<file path="config.mk">
export PLATFORM = sky130hd
export DESIGN_NAME = rr_bus_mux
export DESIGN_NICKNAME = d
export VERILOG_FILES = /design/src/rtl/rr_bus_mux_pkg.sv /design/src/rtl/rr_priority_pick.sv /design/src/rtl/rr_bus_mux.sv
export SDC_FILE = /design/constraint.sdc
export NUM_CORES = 1
export LEC_CHECK = 0
export CORE_MARGIN = 1.5
export CORE_UTILIZATION = 33
export CTS_CLUSTER_DIAMETER = 50
export DETAILED_ROUTE_END_ITERATION = 6
export PLACE_DENSITY = 0.77
export SLEW_MARGIN = 5
export SYNTH_ARGS = -nofsm -noshare
export SYNTH_HDL_FRONTEND = slang
export SYNTH_SLANG_ARGS = --single-unit
</file>
<file path="constraint.sdc">
create_clock -name clk -period 1.55 [get_ports clk]
set_input_delay 0.465 -clock clk [delete_from_list [all_inputs] [get_ports clk]]
set_output_delay 0.465 -clock clk [all_outputs]
set_load 0.02 [all_outputs]
</file>
<file path="src/rtl/rr_bus_mux_pkg.sv">
// rr_bus_mux shared definitions.
// FSM state encoding and the channel-index width helper.
package rr_bus_mux_pkg;

  typedef enum logic {
    ST_IDLE = 1'b0,
    ST_LOCK = 1'b1
  } state_t;

  function automatic int clog2(input int v);
    int r;
    r = 0;
    while ((1 << r) < v) r++;
    return r;
  endfunction

endpackage

</file>
<file path="src/rtl/rr_priority_pick.sv">
// Rotating-priority encoder.
// First set bit of req scanning ptr, ptr+1, ..., wrapping at M.
module rr_priority_pick
  import rr_bus_mux_pkg::*;
#(
  parameter int M = 4,
  localparam int CW = clog2(M)
) (
  input  logic [M-1:0]  req,
  input  logic [CW-1:0] ptr,
  output logic          any,
  output logic [CW-1:0] idx
);

  logic [CW-1:0] j;

  always_comb begin
    any = 1'b0;
    idx = '0;
    j   = '0;
    for (int k = 0; k < M; k++) begin
      j = CW'((int'(ptr) + k) % M);
      if (!any && req[j]) begin
        any = 1'b1;
        idx = j;
      end
    end
  end

endmodule

</file>
<file path="src/rtl/rr_bus_mux.sv">
// Round-robin packet multiplexer, M channels of N bits.
// Grant locks for a whole packet; one output register stage.
module rr_bus_mux
  import rr_bus_mux_pkg::*;
#(
  parameter int N = 16,
  parameter int M = 4,
  localparam int CW = clog2(M)
) (
  input  logic           clk,
  input  logic           rst_n,
  input  logic [M-1:0]   in_valid,
  input  logic [M*N-1:0] in_data,
  input  logic [M-1:0]   in_last,
  output logic [M-1:0]   in_ready,
  output logic           out_valid,
  output logic [N-1:0]   out_data,
  output logic           out_last,
  output logic [CW-1:0]  out_chan,
  input  logic           out_ready
);

  state_t        state;
  logic [CW-1:0] grant;
  logic [CW-1:0] ptr;
  logic [CW-1:0] ptr_nxt;
  logic [CW-1:0] pick_idx;
  logic          pick_any;
  logic          load_en;
  logic          xfer;

  rr_priority_pick #(
    .M(M)
  ) u_pick (
    .req (in_valid),
    .ptr (ptr),
    .any (pick_any),
    .idx (pick_idx)
  );

  assign load_en = !out_valid || out_ready;
  assign xfer    = (state == ST_LOCK)
                && in_valid[grant]
                && load_en;
  assign ptr_nxt = (grant == CW'(M - 1))
                 ? '0 : grant + 1'b1;

  // Never looks at in_valid, so no comb path input->ready.
  always_comb begin
    in_ready = '0;
    if (state == ST_LOCK)
      in_ready[grant] = load_en;
  end

  always_ff @(posedge clk) begin
    if (!rst_n) begin
      state     <= ST_IDLE;
      grant     <= '0;
      ptr       <= '0;
      out_valid <= 1'b0;
      out_data  <= '0;
      out_last  <= 1'b0;
      out_chan  <= '0;
    end else begin
      unique case (state)
        ST_IDLE: begin
          if (pick_any) begin
            grant <= pick_idx;
            state <= ST_LOCK;
          end
        end
        ST_LOCK: begin
          if (xfer && in_last[grant]) begin
            ptr   <= ptr_nxt;
            state <= ST_IDLE;
          end
        end
      endcase
      if (xfer) begin
        out_valid <= 1'b1;
        out_data  <= in_data[int'(grant)*N +: N];
        out_last  <= in_last[grant];
        out_chan  <= grant;
      end else if (out_ready) begin
        out_valid <= 1'b0;
      end
    end
  end

endmodule

</file>
Word-level counts from Yosys, hierarchy flattened
Index checks and enable logic that the tools add are counted.
- add/subtract/negate cells: 4
- order comparisons: 6
- equal/unequal tests: 1
- shifts and indexed selects: 1
- mux-type cells: 29
- bitwise operators: 2
- reductions and logical operators: 15
- operators by type and width (cell ; number):
    64-bit by 7-bit variable part select with 16-bit output ; 1
    2-bit by 3-bit less-than comparator with 1-bit output, second input constant ; 5
    1-bit two-way mux ; 15
    1-bit binary-select mux with 2-bit select ; 6
    2-bit two-way mux ; 5
    1-bit logical AND ; 7
    2-bit by 1-bit adder with 2-bit output, second input constant ; 2
    2-bit adder, second input constant ; 2
    4-bit bitwise AND ; 1
    1-bit logical NOT ; 4
    4-bit two-way mux ; 1
    2-bit AND reduction ; 2
    1-bit demux with 2-bit select ; 1
    2-bit equality test, second input constant ; 1
    2-bit by 1-bit greater-or-equal comparator with 1-bit output, second input constant ; 1
    1-bit case mux with 2 select lines ; 1
    2-bit nonzero test ; 1
    1-bit logical OR ; 1
    1-bit inverter ; 1
- bits in registers: 25
- input port bits: 75
- output and inout bits: 24
- logic and storage cells: 65

Depth between registers and ports, before layout
Gate-level depths: netlist (run 1).
- word-level depth: 14
- mapped depth: 7
- depth with buffers taken out: 4

Hierarchy
Synthesis (run 1) repeated with hierarchy kept, for this count alone.
- cell total of the unflattened synthesis: 162
- area total of the unflattened synthesis: 1651.6 µm²
- by module, submodules not included (module ; instances ; cells an instance ; area each (µm²) ; sequential area each (µm²)):
    rr_bus_mux ; 1 ; 147 ; 1574.0 ; 500.5
    rr_priority_pick ; 1 ; 15 ; 77.6 ; 0.0

Least setup slack after synthesis (run 1)
Ideal clock, no wire load.
- path type: reg2out
- start: register grant[1]
- end: output in_ready[1]
- data arrival time: 1.267 ns
- data required time: 1.085 ns
- setup slack: -0.182 ns
- cell stages (with the launch flop): 6
- buffers on the path: 2
- cell sequence: dfxtp_1 buf_2 buf_2 inv_1 ha_1 and3_1
- cells in the longest elaborated chain, start to end: 6
- elaborated cells on any way between the ends: 7
- those cells by class: order compare: 2; mux: 3; bitwise: 1; reduce/logical: 1
- ends and longest elaborated chain (item ; line ; source):
    start: declaration ; rr_bus_mux.sv:24 ; logic [CW-1:0] grant;
    start signal: assignment ; rr_bus_mux.sv:68 ; grant <= pick_idx;
    2-bit by 3-bit less-than comparator with 1-bit output (implied by the code) / 2-bit by 1-bit greater-or-equal comparator with 1-bit output (equally long branches) ; rr_bus_mux.sv:52 ; in_ready[grant] = load_en;
    1-bit logical AND (implied by the code) ; rr_bus_mux.sv:52 ;
    1-bit two-way mux (implied by the code) ; rr_bus_mux.sv:52 ;
    1-bit demux with 2-bit select (*) ; rr_bus_mux.sv:52 ;
    4-bit bitwise AND (no source line) (*) ; -- ;
    4-bit two-way mux (*) ; rr_bus_mux.sv:51 ; if (state == ST_LOCK)
    end: declaration ; rr_bus_mux.sv:15 ; output logic [M-1:0] in_ready,
Every way passes the cells marked *; elsewhere a longest branch is shown, timed or not.

Worst setup path in the final report (run 1)
- start: register grant[0]
- end: register ptr[1]
- cells in the longest elaborated chain, start to end: 6
- elaborated cells on any way between the ends: 11
- those cells by class: add/sub: 1; eq/ne: 1; mux: 5; reduce/logical: 4
- ends and longest elaborated chain (item ; line ; source):
    1-bit binary-select mux with 2-bit select ; rr_bus_mux.sv:43 ; && in_valid[grant]
    1-bit two-way mux (implied by the code) ; rr_bus_mux.sv:43 ;
    1-bit logical AND ; rr_bus_mux.sv:43 ;
    1-bit logical AND ; rr_bus_mux.sv:44 ; && load_en;
    1-bit logical AND ; rr_bus_mux.sv:73 ; if (xfer && in_last[grant]) begin
    2-bit AND reduction (no source line) ; -- ;
    end signal: assignment ; rr_bus_mux.sv:74 ; ptr <= ptr_nxt;
    end: declaration ; rr_bus_mux.sv:25 ; logic [CW-1:0] ptr;
Parallel ways exist; a longest one is shown, timed or not. The select of a mux whose other input is x is not followed.
A chain may end at the register's enable or synchronous reset.

==> impl_results.rst, run 1 <==
.. list-table::
   :header-rows: 1

   * - Metric
     - Value
   * - Warning count from the yosys run
     - 0
   * - Maximum vdd ir drop
     - 0.000498 V
   * - Detailed-route wire length per cell
     - 16.5 um
   * - Biggest fanout along the worst timing path
     - 5
   * - Fin area
     - 0.00306 mm^2
   * - Hold Path Origin
     - out_data[4]
   * - Share of power burned in registers
     - 34.6%
   * - Total power consumption of the routed design
     - 2.25 mW
   * - Post-Syn Area per Cell
     - 9.78 um^2
   * - FF-to-FF Start
     - grant[0]
   * - Clock latency reported for the late side of the worst-skew pair
     - 0.27 ns
   * - Largest net degree at the start of global routing
     - 16
   * - Leading post-synthesis cells by cell area
     - sky130_fd_sc_hd__dfxtp_1, sky130_fd_sc_hd__mux4_2, sky130_fd_sc_hd__nand2_1, sky130_fd_sc_hd__a21oi_1, sky130_fd_sc_hd__buf_6
   * - Growth of design area from synthesis to finish
     - 96.5%
   * - Height of the chip
     - 71.7 um
   * - Starting density of the core
     - 35.0%
   * - Run status
     - finished, violations left
   * - Data arrival, critical path
     - 1.86 ns
   * - Number of cells on the worst reg-to-reg path
     - 5
   * - Remaining number of nets flagged by the antenna check after routing
     - 0
   * - Die width
     - 71.7 um
   * - Total placed instance area
     - 0.00269 mm^2
   * - Area share of the largest cell type after synthesis
     - 32.2%
   * - Classification of the worst setup path
     - flip-flop to flip-flop
   * - GP Congestion
     - 0.821
   * - Hold violation total from the final report
     - 0
   * - Sum of overflow across all layers after global routing
     - 0
   * - Number of global-route vias before repair
     - 1734
   * - Type of the tightest min-delay check
     - flip-flop to flip-flop
   * - Endpoint class of the critical path
     - flip-flop
   * - Reg-to-reg slack, setup
     - -0.14 ns
   * - Count leader, synth
     - sky130_fd_sc_hd__nand2_1
   * - Detailed placer's ending HPWL
     - 3.71 mm
   * - Buffer levels on the longest clock path
     - 2
   * - Number of placed cells counting well taps
     - 316
   * - DRC violation total after the first TritonRoute iteration
     - 51
   * - Clock buffers created by TritonCTS
     - 3
   * - Setup ws final
     - -0.140 ns
   * - Number of sinks driven by the clock tree
     - 25
   * - Violations in the final reports
     - DRC, setup timing
   * - Router iterations before antenna repair
     - 6
   * - Critical Path Sink
     - ptr[1]
   * - Relative slew slack
     - 83.6%
   * - Part of the Yosys area used for sequential elements
     - 32.2%
   * - Gate power share
     - 47.9%
   * - Cell-internal power
     - 1.49 mW
   * - Overall Global Routing Usage
     - 20.3%
   * - Number of nets produced by synthesis
     - 238
   * - Number of failing setup endpoints in the final timing report
     - 26
   * - Diodes inserted
     - 0
   * - NumNets Final
     - 353
   * - Routed WL
     - 5.36 mm
   * - Core Area
     - 0.00444 mm^2
   * - Non-filler cells, final
     - 325
   * - Number of hold-repair buffers added at the cts stage
     - 0
   * - Number of antenna violations at the first check in global routing
     - 0
   * - Clock tree from TritonCTS
     - built
   * - Min Tclk post-route
     - 1.69 ns
   * - Cell accounting for the most synthesized area
     - sky130_fd_sc_hd__dfxtp_1
   * - Slew at the pin with the worst max-slew slack
     - 0.247 ns
   * - Switching Share
     - 33.6%
   * - Synthesized instance count
     - 159
   * - Top flip-flop cell by instance count after synthesis
     - sky130_fd_sc_hd__dfxtp_1
   * - Power per cell area
     - 737 mW/mm^2
   * - RSZ-0062 raised after global routing
     - true
   * - Total of fill cells in the finished design
     - 339
   * - Post-route core utilization
     - 68.8%
   * - Leak Pwr
     - 1.22 nW
   * - Async set-or-reset flop fraction in the synthesized netlist
     - 0%
   * - DRC errors left
     - 9
   * - Post-CTS clock slew at the launch and capture registers of the worst setup and hold paths
     - 0.09 ns
   * - Vias per std cell
     - 5.19
   * - Final worst path period share
     - 109%
   * - Total area of sequential cells
     - 508 um^2
   * - Count of flip-flops with a built-in enable after synthesis
     - 0
   * - Flip-flop and latch count after synthesis
     - 25
   * - Global-route wire length before repair
     - 8.20 mm
   * - Port bufs
     - 98
   * - Cell row count
     - 24
   * - Synth cell count leaders
     - sky130_fd_sc_hd__nand2_1, sky130_fd_sc_hd__a21oi_1, sky130_fd_sc_hd__dfxtp_1
   * - Top achievable clock speed
     - 592 MHz
   * - Total vias in the final route
     - 1688
   * - Master cell of the clock root buffer
     - sky130_fd_sc_hd__clkbuf_8
   * - Floorplan die area
     - 0.00513 mm^2
   * - Maximum clock skew at final layout
     - 0.00640 ns
   * - Crit path launch type
     - flip-flop
   * - I/O pin count
     - 99
   * - H-Tree Depth
     - 1
   * - Multi-input logic area
     - 0.00121 mm^2
   * - Reg2Reg Capture Point
     - ptr[1]
   * - Synth Cell Area
     - 0.00156 mm^2
   * - Ratio of cells with drive above 1 in the final layout
     - 38.5%
   * - Yosys cell types
     - 27
   * - Start point of the critical path
     - grant[0]
   * - Net switching component of the power
     - 0.758 mW
   * - Max-slew violation total from the final report
     - 0
   * - Max-cap viol count
     - 0
   * - Data required time at the worst endpoint
     - 1.72 ns
   * - Portion of total power attributed to the clock network
     - 17.5%
through the flow:
stage	setup TNS [ns]	hold slack [ns]	setup slack, ns
floorplan	-0.766	0.474	-0.0649
global placement	-12.35	0.441	-0.814
detailed placement	-12.91	0.446	-0.807
CTS	-1.86	0.453	-0.110
global route	-3.63	0.481	-0.195
finish	-2.19	0.459	-0.140
power by group through the flow:
stage / clock (mW) / combinational (mW) / sequential (mW)
floorplan: 0 / 0.426 / 0.821
global placement: 0 / 0.895 / 0.761
finish: 0.395 / 1.08 / 0.779
global route: 0.439 / 1.15 / 0.788
detailed placement: 0 / 0.912 / 0.764
CTS: 0.410 / 0.950 / 0.760
critical path: stages (launching register included):
cell and delay (ns):
sky130_fd_sc_hd__dfxtp_4 0.40, sky130_fd_sc_hd__buf_6 0.11, sky130_fd_sc_hd__mux4_2 0.58, sky130_fd_sc_hd__and4_4 0.27, sky130_fd_sc_hd__mux2i_1 0.18, sky130_fd_sc_hd__nor2_1 0.05
kinds of logic (layout without fill, tap and decap cells):
group	after synthesis	in the layout	share of synthesized area (%)
AOI/OAI and AO/OA	33	33	12.1
adders and majority gates	4	4	3.22
buffers and inverters	20	133	7.56
DFF	25	25	32.2
muxes	22	22	29.0
and+or+nand+nor	55	56	16.0
layout make-up:
type,count,area share [%]
Timing Repair Buffer,122,38.9
Inverter,7,1.02
Tap cell,52,2.13
Clock buffer,3,1.35
Multi-Input combinational cell,115,39.7
Sequential cell,25,16.6
Clock inverter,1,0.246
layout by cell type, fill, tap and decap left out, types with 2 or more instances in the layout:
cell type                          n
sky130_fd_sc_hd__o21ai_0           2
sky130_fd_sc_hd__buf_12            3
sky130_fd_sc_hd__dlygate4sd2_1    25
sky130_fd_sc_hd__nand2_4          15
sky130_fd_sc_hd__ha_4              3
sky130_fd_sc_hd__nand2_1          22
sky130_fd_sc_hd__mux4_2           17
sky130_fd_sc_hd__nand2b_1          2
sky130_fd_sc_hd__dfxtp_1          23
sky130_fd_sc_hd__mux2i_1           3
sky130_fd_sc_hd__a21oi_1           7
sky130_fd_sc_hd__inv_1             5
sky130_fd_sc_hd__nor2_1            4
sky130_fd_sc_hd__a21oi_2          18
sky130_fd_sc_hd__clkdlybuf4s50_1  67
sky130_fd_sc_hd__clkbuf_8          3
sky130_fd_sc_hd__and3_4            6
sky130_fd_sc_hd__buf_6             5
sky130_fd_sc_hd__buf_4            19
sky130_fd_sc_hd__inv_4             2
sky130_fd_sc_hd__dfxtp_4           2
sky130_fd_sc_hd__nand2_2           3
worst min path at each step:
stage | depth (start not counted) | end
5_1_grt | 2 | out_data[4]
6_report | 2 | out_data[4]
2_1_floorplan | 2 | ptr[0]
3_3_place_gp | 2 | out_data[5]
3_5_place_dp | 2 | out_data[14]
4_1_cts | 2 | out_data[14]
registers in the layout, summed over array words and instances (netlist names):
signal	flops
out_data	16
grant	2
out_chan	2
ptr	2
out_last	1
out_valid	1
state	1
per-layer routing:
layer / track usage [%] / wire [um] / vias up
met5: 0 / 0 / -
met2: 37.6 / 2870 / 54
met3: 6.19 / 421 / 4
li1: - / - / 804
met1: 23.2 / 2030 / 826
met4: 3.14 / 29 / 0
repair_timing:
action / CTS / global route
hold endpoints to repair: 0 / 0
pin swaps: 16 / 29
gates cloned: 1 / 1
setup buffers: 1 / 2
gates resized for setup: 87 / 42
setup endpoints to repair: 48 / 29
(Power assumes the default switching activity.)
==> inputs of run 2 (changes only) <==
--- a/config.mk
+++ b/config.mk
@@ -5,6 +5,7 @@
 export SDC_FILE = /design/constraint.sdc
 export NUM_CORES = 1
 export LEC_CHECK = 0
+export CAP_MARGIN = 40
 export CORE_MARGIN = 1.5
 export CORE_UTILIZATION = 33
 export CTS_CLUSTER_DIAMETER = 50
==> results of run 2 <==
The final DEF is identical to that of run 1; final timing and power are the same.
==> inputs of run 3 (changes only) <==
--- a/config.mk
+++ b/config.mk
@@ -10,8 +10,9 @@
 export CORE_UTILIZATION = 33
 export CTS_CLUSTER_DIAMETER = 50
 export DETAILED_ROUTE_END_ITERATION = 6
-export PLACE_DENSITY = 0.77
+export PLACE_DENSITY = 0.81
 export SLEW_MARGIN = 5
 export SYNTH_ARGS = -nofsm -noshare
 export SYNTH_HDL_FRONTEND = slang
 export SYNTH_SLANG_ARGS = --single-unit
+export TNS_END_PERCENT = 30
==> impl_results.rst, run 3 (synthesis gave the netlist of run 1 again) <==
.. list-table::
   :header-rows: 1

   * - Metric
     - Value
   * - H-Tree Depth
     - 1
   * - Critical Path Sink
     - in_ready[2]
   * - Buffer levels on the longest clock path
     - 2
   * - Max-cap viol count
     - 0
   * - Multi-input logic area
     - 0.00104 mm^2
   * - Slew at the pin with the worst max-slew slack
     - 0.274 ns
   * - Post-CTS clock slew at the launch and capture registers of the worst setup and hold paths
     - 0.09 ns
   * - Clock buffers created by TritonCTS
     - 3
   * - Final setup TNS
     - -1.55 ns
   * - Port bufs
     - 98
   * - Data required time at the worst endpoint
     - 1.08 ns
   * - Starting density of the core
     - 35.0%
   * - Min Tclk post-route
     - 1.67 ns
   * - Total vias in the final route
     - 1663
   * - Top achievable clock speed
     - 599 MHz
   * - Core Area
     - 0.00444 mm^2
   * - Ratio of cells with drive above 1 in the final layout
     - 30.2%
   * - GP Congestion
     - 0.776
   * - Relative slew slack
     - 81.5%
   * - Reg2Reg Capture Point
     - out_data[4]
   * - Number of global-route vias before repair
     - 1655
   * - Max-slew violation total from the final report
     - 0
   * - Hold violation total from the final report
     - 0
   * - Detailed-route wire length per cell
     - 15.0 um
   * - Vias per std cell
     - 5.09
   * - Violations in the final reports
     - DRC, setup timing
   * - Power per cell area
     - 733 mW/mm^2
   * - Setup ws final
     - -0.119 ns
   * - Master cell of the clock root buffer
     - sky130_fd_sc_hd__clkbuf_8
   * - Number of cells on the worst reg-to-reg path
     - 5
   * - Leading cell type in the layout, fill and taps excluded
     - sky130_fd_sc_hd__clkdlybuf4s50_1
   * - I/O pin count
     - 99
   * - Total power consumption of the routed design
     - 2.12 mW
   * - Worst hold slack across all endpoints
     - 0.452 ns
   * - Remaining number of nets flagged by the antenna check after routing
     - 0
   * - Type of the tightest min-delay check
     - flip-flop to flip-flop
   * - Clock tree from TritonCTS
     - built
   * - NumNets Final
     - 355
   * - Worst-case setup slack after placement
     - -0.833 ns
   * - Total placed instance area
     - 0.00268 mm^2
   * - Non-filler cells, final
     - 327
   * - Global-route wire length before repair
     - 7.60 mm
   * - Largest net degree at the start of global routing
     - 19
   * - Number of placed cells counting well taps
     - 316
   * - Maximum vdd ir drop
     - 0.000370 V
   * - Number of hold-repair buffers added at the cts stage
     - 0
   * - Clock latency reported for the late side of the worst-skew pair
     - 0.27 ns
   * - Floorplan die area
     - 0.00513 mm^2
   * - Number of sinks driven by the clock tree
     - 25
   * - Biggest fanout along the worst timing path
     - 6
   * - Most frequent cells in the layout
     - sky130_fd_sc_hd__clkdlybuf4s50_1, sky130_fd_sc_hd__nand2_1, sky130_fd_sc_hd__dlygate4sd2_1, sky130_fd_sc_hd__dfxtp_1, sky130_fd_sc_hd__buf_4
   * - Number of flip-flops in the largest register
     - 16
   * - Routed WL
     - 4.90 mm
   * - Detailed placer's ending HPWL
     - 3.67 mm
   * - Endpoint class of the critical path
     - output port
   * - Total area of sequential cells
     - 508 um^2
   * - Leak Pwr
     - 1.16 nW
   * - Router iterations before antenna repair
     - 7
   * - Data arrival, critical path
     - 1.20 ns
   * - Crit path launch type
     - flip-flop
   * - Maximum clock skew at final layout
     - 0.00265 ns
   * - Register ranked first by flip-flop count
     - out_data
   * - Reg-to-reg slack, setup
     - -0.08 ns
   * - Sum of overflow across all layers after global routing
     - 0
   * - Start point of the critical path
     - grant[0]
   * - Number of antenna violations at the first check in global routing
     - 0
   * - Diodes inserted
     - 0
   * - Post-route core utilization
     - 65.2%
   * - Final worst path period share
     - 108%
   * - Classification of the worst setup path
     - flip-flop to output port
   * - Height of the chip
     - 71.7 um
   * - Cell row count
     - 24
   * - Total of fill cells in the finished design
     - 360
   * - RSZ-0062 raised after global routing
     - true
   * - Number of failing setup endpoints in the final timing report
     - 24
   * - Growth of design area from synthesis to finish
     - 86.3%
   * - Die width
     - 71.7 um
   * - DRC violation total after the first TritonRoute iteration
     - 43
   * - DRC errors left
     - 9
   * - Fin area
     - 0.00290 mm^2
   * - Run status
     - finished, violations left
   * - FF-to-FF Start
     - grant[0]
   * - Overall Global Routing Usage
     - 18.4%
==> run 3: cell count changes in the layout (fill, tap and decap cells not counted), moves of 2 or more <==
cell and delta:
sky130_fd_sc_hd__ha_2 +2, sky130_fd_sc_hd__buf_12 -2, sky130_fd_sc_hd__nand2_1 +11, sky130_fd_sc_hd__a21oi_2 -12, sky130_fd_sc_hd__buf_4 +2, sky130_fd_sc_hd__nand2_4 -15, sky130_fd_sc_hd__a21oi_1 +12, sky130_fd_sc_hd__buf_6 +2
sky130_fd_sc_hd__clkdlybuf4s50_1 +2, sky130_fd_sc_hd__nand2_2 +4
==> run 3: cell type report <==
class	count	area share, %
Clock inverter	1	0.259
Inverter	7	0.993
Timing Repair Buffer	125	41.7
Sequential cell	25	17.5
Tap cell	52	2.25
Clock buffer	3	1.42
Multi-Input combinational cell	114	35.9
==> run 3: how the worst min path moves through the flow <==
| stage | slack (ns) | endpoint | depth (start not counted) | start |
|---|---|---|---|---|
| final | 0.45 | out_data[3] | 2 | out_data[3] |
| after global routing | 0.47 | out_data[7] | 2 | out_data[7] |
| after CTS | 0.46 | out_data[3] | 2 | out_data[3] |
| after detailed placement | 0.45 | out_data[3] | 2 | out_data[3] |
| after global placement | 0.44 | out_data[5] | 2 | out_data[5] |
| after floorplan | 0.47 | ptr[0] | 2 | ptr[0] |
==> run 3: report_power, final <==
group          switching (mW)  internal [mW]  total [mW]
combinational           0.405          0.560       0.965
clock                   0.216          0.182       0.398
sequential             0.0517          0.708       0.760
==> run 3: per-layer routing <==
layer,vias up,share of wire [%],track usage [%]
li1,803,-,-
met1,796,40,21.0
met2,58,51,33.0
met3,6,8.0,4.78
met4,0,1.6,6.50
met5,-,0,0
==> run 3: timing repair <==
action,in CTS,in global routing
gates cloned,0,1
setup buffers,4,2
setup endpoints to repair,47,25
pin swaps,19,5
resized for setup,74,12
==> run 3: worst max-delay path, cell delays in order, from the launching register on <==
cell	delay, ns
sky130_fd_sc_hd__dfxtp_4	0.41
sky130_fd_sc_hd__inv_2	0.05
sky130_fd_sc_hd__ha_2	0.18
sky130_fd_sc_hd__and3_4	0.17
sky130_fd_sc_hd__buf_6	0.12
